<file path="config.mk">
export PLATFORM = sky130hd
export DESIGN_NAME = exception_redirect_ctrl
export DESIGN_NICKNAME = d
export VERILOG_FILES = /design/src/rtl/exception_redirect_ctrl.sv
export SDC_FILE = /design/constraint.sdc
export NUM_CORES = 1
export LEC_CHECK = 0
export CAP_MARGIN = 20
export CORE_MARGIN = 2
export CORE_UTILIZATION = 38
export CTS_CLUSTER_SIZE = 12
export DETAILED_ROUTE_END_ITERATION = 10
export PLACE_DENSITY = 0.85
export SLEW_MARGIN = 20
export SYNTH_ARGS = -nofsm -noshare
export SYNTH_HDL_FRONTEND = slang
export SYNTH_SLANG_ARGS = --single-unit
</file>
<file path="constraint.sdc">
create_clock -name clk -period 3.43 [get_ports clk]
set_input_delay 0.686 -clock clk [delete_from_list [all_inputs] [get_ports clk]]
set_output_delay 0.686 -clock clk [all_outputs]
set_load 0.005 [all_outputs]
</file>
<file path="src/rtl/exception_redirect_ctrl.sv">
// exception_redirect_ctrl
// Front-end PC redirect arbiter and exception controller. Picks one redirect
// per cycle from branch-miss recovery, registered exception requests,
// exception return and jumps. It also keeps the privilege mode, the saved
// context (EPC, cause, saved mode) and a RUN/HANDLER/DFAULT state machine.
//
// Redirect interface: o_redirect is a single-cycle, combinational valid
// qualifying o_redirect_pc and o_store_current. There is no ready: fetch
// must accept a redirect in the cycle it is presented. When o_redirect is
// low, o_redirect_pc and o_store_current are driven to zero.
module exception_redirect_ctrl #(
  parameter int              PC_W           = 16,
  parameter int              NUM_EXC        = 4,
  parameter logic [PC_W-1:0] HANDLER_BASE   = 16'h0000,
  parameter logic [PC_W-1:0] HANDLER_STRIDE = 16'h0100,
  parameter logic [PC_W-1:0] DFAULT_PC      = 16'hFF00,
  localparam int             CW             = (NUM_EXC > 1) ? $clog2(NUM_EXC) : 1
) (
  input  logic               clk,
  input  logic               rst,
  input  logic               i_miss,
  input  logic [PC_W-1:0]    i_branch_pc,
  input  logic               i_jump,
  input  logic [PC_W-1:0]    i_new_pc,
  input  logic [PC_W-1:0]    i_cur_pc,
  input  logic [NUM_EXC-1:0] i_exc_in,
  input  logic [NUM_EXC-1:0] i_exc_mask,
  input  logic               i_eret,
  input  logic [1:0]         i_mode_set,
  output logic               o_redirect,
  output logic [PC_W-1:0]    o_redirect_pc,
  output logic               o_store_current,
  output logic [1:0]         o_mode,
  output logic [PC_W-1:0]    o_epc,
  output logic [CW-1:0]      o_cause,
  output logic               o_in_handler,
  output logic               o_double_fault,
  output logic [1:0]         o_state
);

  typedef enum logic [1:0] {
    ST_RUN     = 2'd0,
    ST_HANDLER = 2'd1,
    ST_DFAULT  = 2'd2
  } state_t;

  state_t             r_state;
  logic [1:0]         r_mode;
  logic [1:0]         r_saved_mode;
  logic [PC_W-1:0]    r_epc;
  logic [CW-1:0]      r_cause;
  logic [NUM_EXC-1:0] r_pend;
  logic               r_double_fault;

  state_t             w_state_nxt;
  logic [1:0]         w_mode_nxt;
  logic [1:0]         w_saved_mode_nxt;
  logic [PC_W-1:0]    w_epc_nxt;
  logic [CW-1:0]      w_cause_nxt;
  logic               w_double_fault_nxt;
  logic [NUM_EXC-1:0] w_exc_live;
  logic               w_exc_live_any;
  logic               w_pend_any;
  logic [CW-1:0]      w_pend_idx;
  logic [PC_W-1:0]    w_handler_pc;
  logic               w_eret_ok;

  // Masked sources are invisible: they neither pend nor touch the mode.
  assign w_exc_live     = i_exc_in & ~i_exc_mask;
  assign w_exc_live_any = |w_exc_live;
  assign w_pend_any     = |r_pend;
  assign w_eret_ok      = i_eret && (r_state == ST_HANDLER);
  assign w_handler_pc   = HANDLER_BASE + PC_W'(w_pend_idx) * HANDLER_STRIDE;

  // Lowest-numbered pending source wins (scan high to low, last hit sticks).
  always_comb begin
    w_pend_idx = '0;
    for (int i = NUM_EXC - 1; i >= 0; i--) begin
      if (r_pend[i]) w_pend_idx = CW'(i);
    end
  end

  // Redirect arbitration and next-state / next-context selection.
  always_comb begin
    o_redirect         = 1'b0;
    o_redirect_pc      = '0;
    o_store_current    = 1'b0;
    w_state_nxt        = r_state;
    w_epc_nxt          = r_epc;
    w_cause_nxt        = r_cause;
    w_saved_mode_nxt   = r_saved_mode;
    w_double_fault_nxt = r_double_fault;
    if (i_miss) begin
      // Recovery wins outright; a pending exception is simply dropped.
      o_redirect    = 1'b1;
      o_redirect_pc = i_branch_pc;
    end else if (w_pend_any) begin
      o_redirect      = 1'b1;
      o_store_current = 1'b1;
      if (r_state == ST_RUN) begin
        o_redirect_pc    = w_handler_pc;
        w_state_nxt      = ST_HANDLER;
        w_epc_nxt        = i_cur_pc;
        w_cause_nxt      = w_pend_idx;
        w_saved_mode_nxt = r_mode;
      end else begin
        // Fault while already handling: keep the original context intact.
        o_redirect_pc      = DFAULT_PC;
        w_double_fault_nxt = 1'b1;
        w_state_nxt        = ST_DFAULT;
      end
    end else if (w_eret_ok) begin
      o_redirect    = 1'b1;
      o_redirect_pc = r_epc;
      w_state_nxt   = ST_RUN;
    end else if (i_jump) begin
      o_redirect    = 1'b1;
      o_redirect_pc = i_new_pc;
    end
  end

  // Privilege mode: a live exception outranks eret restore, which outranks mode_set.
  always_comb begin
    w_mode_nxt = r_mode;
    if (w_exc_live_any) begin
      w_mode_nxt = {1'b1, r_mode[0]};
    end else if (w_eret_ok) begin
      w_mode_nxt = r_saved_mode;
    end else begin
      case (i_mode_set)
        2'b01:   w_mode_nxt = 2'b00;
        2'b10:   w_mode_nxt = 2'b01;
        2'b11:   w_mode_nxt = {1'b0, r_mode[0]};
        default: w_mode_nxt = r_mode;
      endcase
    end
  end

  // FSM state register.
  always_ff @(posedge clk or posedge rst) begin
    if (rst) r_state <= ST_RUN;
    else     r_state <= w_state_nxt;
  end

  // Context, mode and exception-sampling registers.
  always_ff @(posedge clk or posedge rst) begin
    if (rst) begin
      r_mode         <= 2'b11;
      r_saved_mode   <= 2'b11;
      r_epc          <= '0;
      r_cause        <= '0;
      r_pend         <= '0;
      r_double_fault <= 1'b0;
    end else begin
      r_mode         <= w_mode_nxt;
      r_saved_mode   <= w_saved_mode_nxt;
      r_epc          <= w_epc_nxt;
      r_cause        <= w_cause_nxt;
      r_pend         <= w_exc_live;
      r_double_fault <= w_double_fault_nxt;
    end
  end

  assign o_mode         = r_mode;
  assign o_epc          = r_epc;
  assign o_cause        = r_cause;
  assign o_in_handler   = (r_state != ST_RUN);
  assign o_double_fault = r_double_fault;
  assign o_state        = r_state;

endmodule

</file>
==> impl_metrics.csv <==
group,metric,value,unit
logic_synthesis,ys_async_sr_fraction,100.0,%
worst_setup_path,cp_top_family,"buffers and inverters",
clocking,clockRootBuffer,"clkbuf_8",
global_route,grt_max_degree,30,
sta,hold_violations,0,
power_and_ir_drop,power.leakage,1.151,nW
global_route,grtUsageMet3,3.947,%
worst_setup_path,path_cells,"clkdlybuf4s50_1 -> nand3b_1 -> and2_1 -> a221o_1 -> a221o_1 -> clkdlybuf4s50_1",
logic_synthesis,syn_nets,215,
layout,area_delta_synth_final,75.60,%
sta,setup_viol,0,
routing,route.detailed.drc,0,
routing,antenna_left,0,
die,coreArea,3971,um^2
worst_setup_path,critPathSlowestCell,"clkdlybuf4s50_1",
logic_synthesis,ys_top_cells_by_area,"dfrtp_1 (40%), mux2_2 (14%), dfstp_2 (6.8%)",
sta,setup-tns-final,0,ns
power_and_ir_drop,power.density,307.6,nW/um^2
global_route,grt_use_met1,22.79,%
die,die_w,67.95,um
logic_synthesis,ys_types,29,
clocking,cts_buffers,5,
worst_setup_path,cp_num_buf_inv,2,
clocking,h-tree-depth,2,
sta,skew,0.004193,ns
routing,wl,4.448,mm
global_route,use_met2,37.50,%
sta,final-max-slew-violation-count,0,
layout,final_cells,309,
placement,dp_hpwl,3.462,mm
logic_synthesis,yosysSeqAreaShare,47.02,%
sta,rsz0062_at_grt,"no",
layout,final_nets,321,
logic_synthesis,synth_most_common_cell,"dfrtp_1",
sta,fin_crit_sh,97.20,%
global_route,antenna_found_initial,0,
worst_setup_path,path_max_fanout,7,
logic_synthesis,synth-edff-count,0,
routing,via_per_inst,5.133,
die,pin_count,105,
layout,antenna-diode-count,0,
clocking,clockBufferDepth,2,
die,rows,23,
die,dieArea,4617,um^2
placement,io_buffers,104,
worst_setup_path,required,2.74,ns
min_path,min_path_type,"flip-flop to flip-flop",
clocking,cts_setup_buffers,0,
layout,drive_above_1_share,15.44,%
sta,hold_slack,0.4527,ns
routing,drtIter0Drc,66,
sta,relSlewSlack,59.94,%
global_route,grt_use_total,20.15,%
logic_synthesis,synth_top_area_cell,"dfrtp_1",
routing,wl_per_cell,14.39,um
sta,tightest_slew,0.6000,ns
logic_synthesis,ys_ff_latch,29,
logic_synthesis,avgSynthCellArea,10.22,um^2
worst_setup_path,crit_type,"primary input to output pin",
routing,dr.pass1.iters,4,
power_and_ir_drop,ir_drop,0.0002026,V
global_route,grt_pass1_vias,1563,
flow_run,timing.max_cap.violations,0,
sta,finalWorstPathRequiredPeriod,3.334,ns
sta,max_freq,299.9,MHz
status,outcome,"finished clean",
clocking,cts_repair_resize_count,0,
clocking,cts_tree,"done",
worst_setup_path,cp-start-kind,"primary input",
placement,place_inst,301,
global_route,grt_pass1_wl,6.996,mm
logic_synthesis,synth_top_area_share,40.26,%
logic_synthesis,synth_area,1554,um^2
worst_setup_path,crit_arrival,2.65,ns
clocking,cts_hold_buffers,0,
placement,finalWeightedCongestion,0.7732,
logic_synthesis,synth_common_cells,"dfrtp_1 (25), mux2_2 (19), nand2_1 (14)",
logic_synthesis,yosysWarnings,0,
global_route,grt-busiest-layer,"met2",
die,start_util,39.13,%
logic_synthesis,synth_flop_cell,"dfrtp_1",
die,die_h,67.95,um
worst_setup_path,cp-end-kind,"output pin",
worst_setup_path,max_stage_delay,0.50,ns
routing,num_vias,1586,
global_route,grt_overflow,0,
clocking,cts_sinks,29,
worst_setup_path,reg2reg_slack,1.41,ns
clocking,path_clk_slew,0.06,ns
clocking,clock_latency,0.27,ns
logic_synthesis,synthCells,152,
## power by group
group          switching, mW  leakage (nW)  internal, mW  total (mW)
sequential            0.0122         0.358         0.362       0.374
combinational         0.0634         0.748         0.144       0.207
clock                  0.118        0.0450         0.140       0.258
## routing by layer
metal / vias to the layer above / share of wire (%)
met5: - / 0
met1: 764 / 40
met2: 49 / 54
met3: 4 / 5.6
li1: 769 / -
met4: 0 / 1.2
## final timing paths
kind / from / depth (start not counted) / endpoint
hold / removal: r_saved_mode[1] / 2 / o_mode[1]
hold reg to reg: r_saved_mode[1] / 2 / o_mode[1]
setup / recovery: i_eret / 6 / o_redirect_pc[8]
setup reg to reg: o_state[0] / 5 / o_cause[0]
min in group asynchronous: rst / 2 / o_epc[11]
max in group asynchronous: rst / 2 / o_epc[15]
## stage by stage
stage                     setup WS, ns  instance area, um^2  power, mW  utilization [%]
after detailed placement        0.1129                 2646     0.5883            66.64
after global routing           0.03093                 2729     0.8868            68.71
after CTS                      0.09734                 2729     0.8493            68.71
final                          0.09590                 2729     0.8393            68.71
after global placement          0.1652                 2646     0.5849            66.64
after floorplan                  1.047                 1554     0.4462                -
## layout make-up
cell class / instances / area [um^2]
clock inverters: 2 / 10.01
inverters: 5 / 18.77
repair buffers: 110 / 1086
well taps: 50 / 62.56
multi-input cells: 107 / 748.2
fillers: 321 / 1242
flip-flops and latches: 29 / 730.7
clock buffers: 6 / 72.57
## flip-flops by register name, indices dropped and copies added (netlist names)
| register | flops |
|---|---|
| o_epc | 16 |
| r_saved_mode | 2 |
| o_double_fault | 1 |
| o_cause | 2 |
| o_mode | 2 |
| r_pend | 4 |
| o_state | 2 |
## kinds of logic after synthesis
logic type | after synthesis | synth area share, %
compound gates | 45 | 19.32
buf+inv | 16 | 4.831
flops | 29 | 47.02
mux | 20 | 14.41
simple gates | 42 | 14.41
## cell usage in the layout, fill, tap and decap left out, types with 2 or more instances in the layout
cell             netlist  routed
buf_4                  0       6
nor3_1                 3       3
dfstp_2                4       4
and3_1                 8       8
clkbuf_8               0       5
clkinv_2               0       2
clkdlybuf4s50_1        0     104
mux2_2                19      19
a221o_1                8       8
inv_1                  5       4
a21oi_1               13      13
nor2b_1                5       5
nor2_1                 4       4
a31oi_1                2       2
dfrtp_1               25      25
nand2_1               14      14
a22o_1                 6       6
o21ai_0               13      13
## worst register-to-register path, cell delays in order, from the launching register on
cell and delay (ns):
dfrtp_1 0.43, nor2_1 0.29, nand2_1 0.13, nor2_2 0.41, buf_4 0.30, mux2_2 0.35
Note: power is estimated with default switching activity, not from simulation.
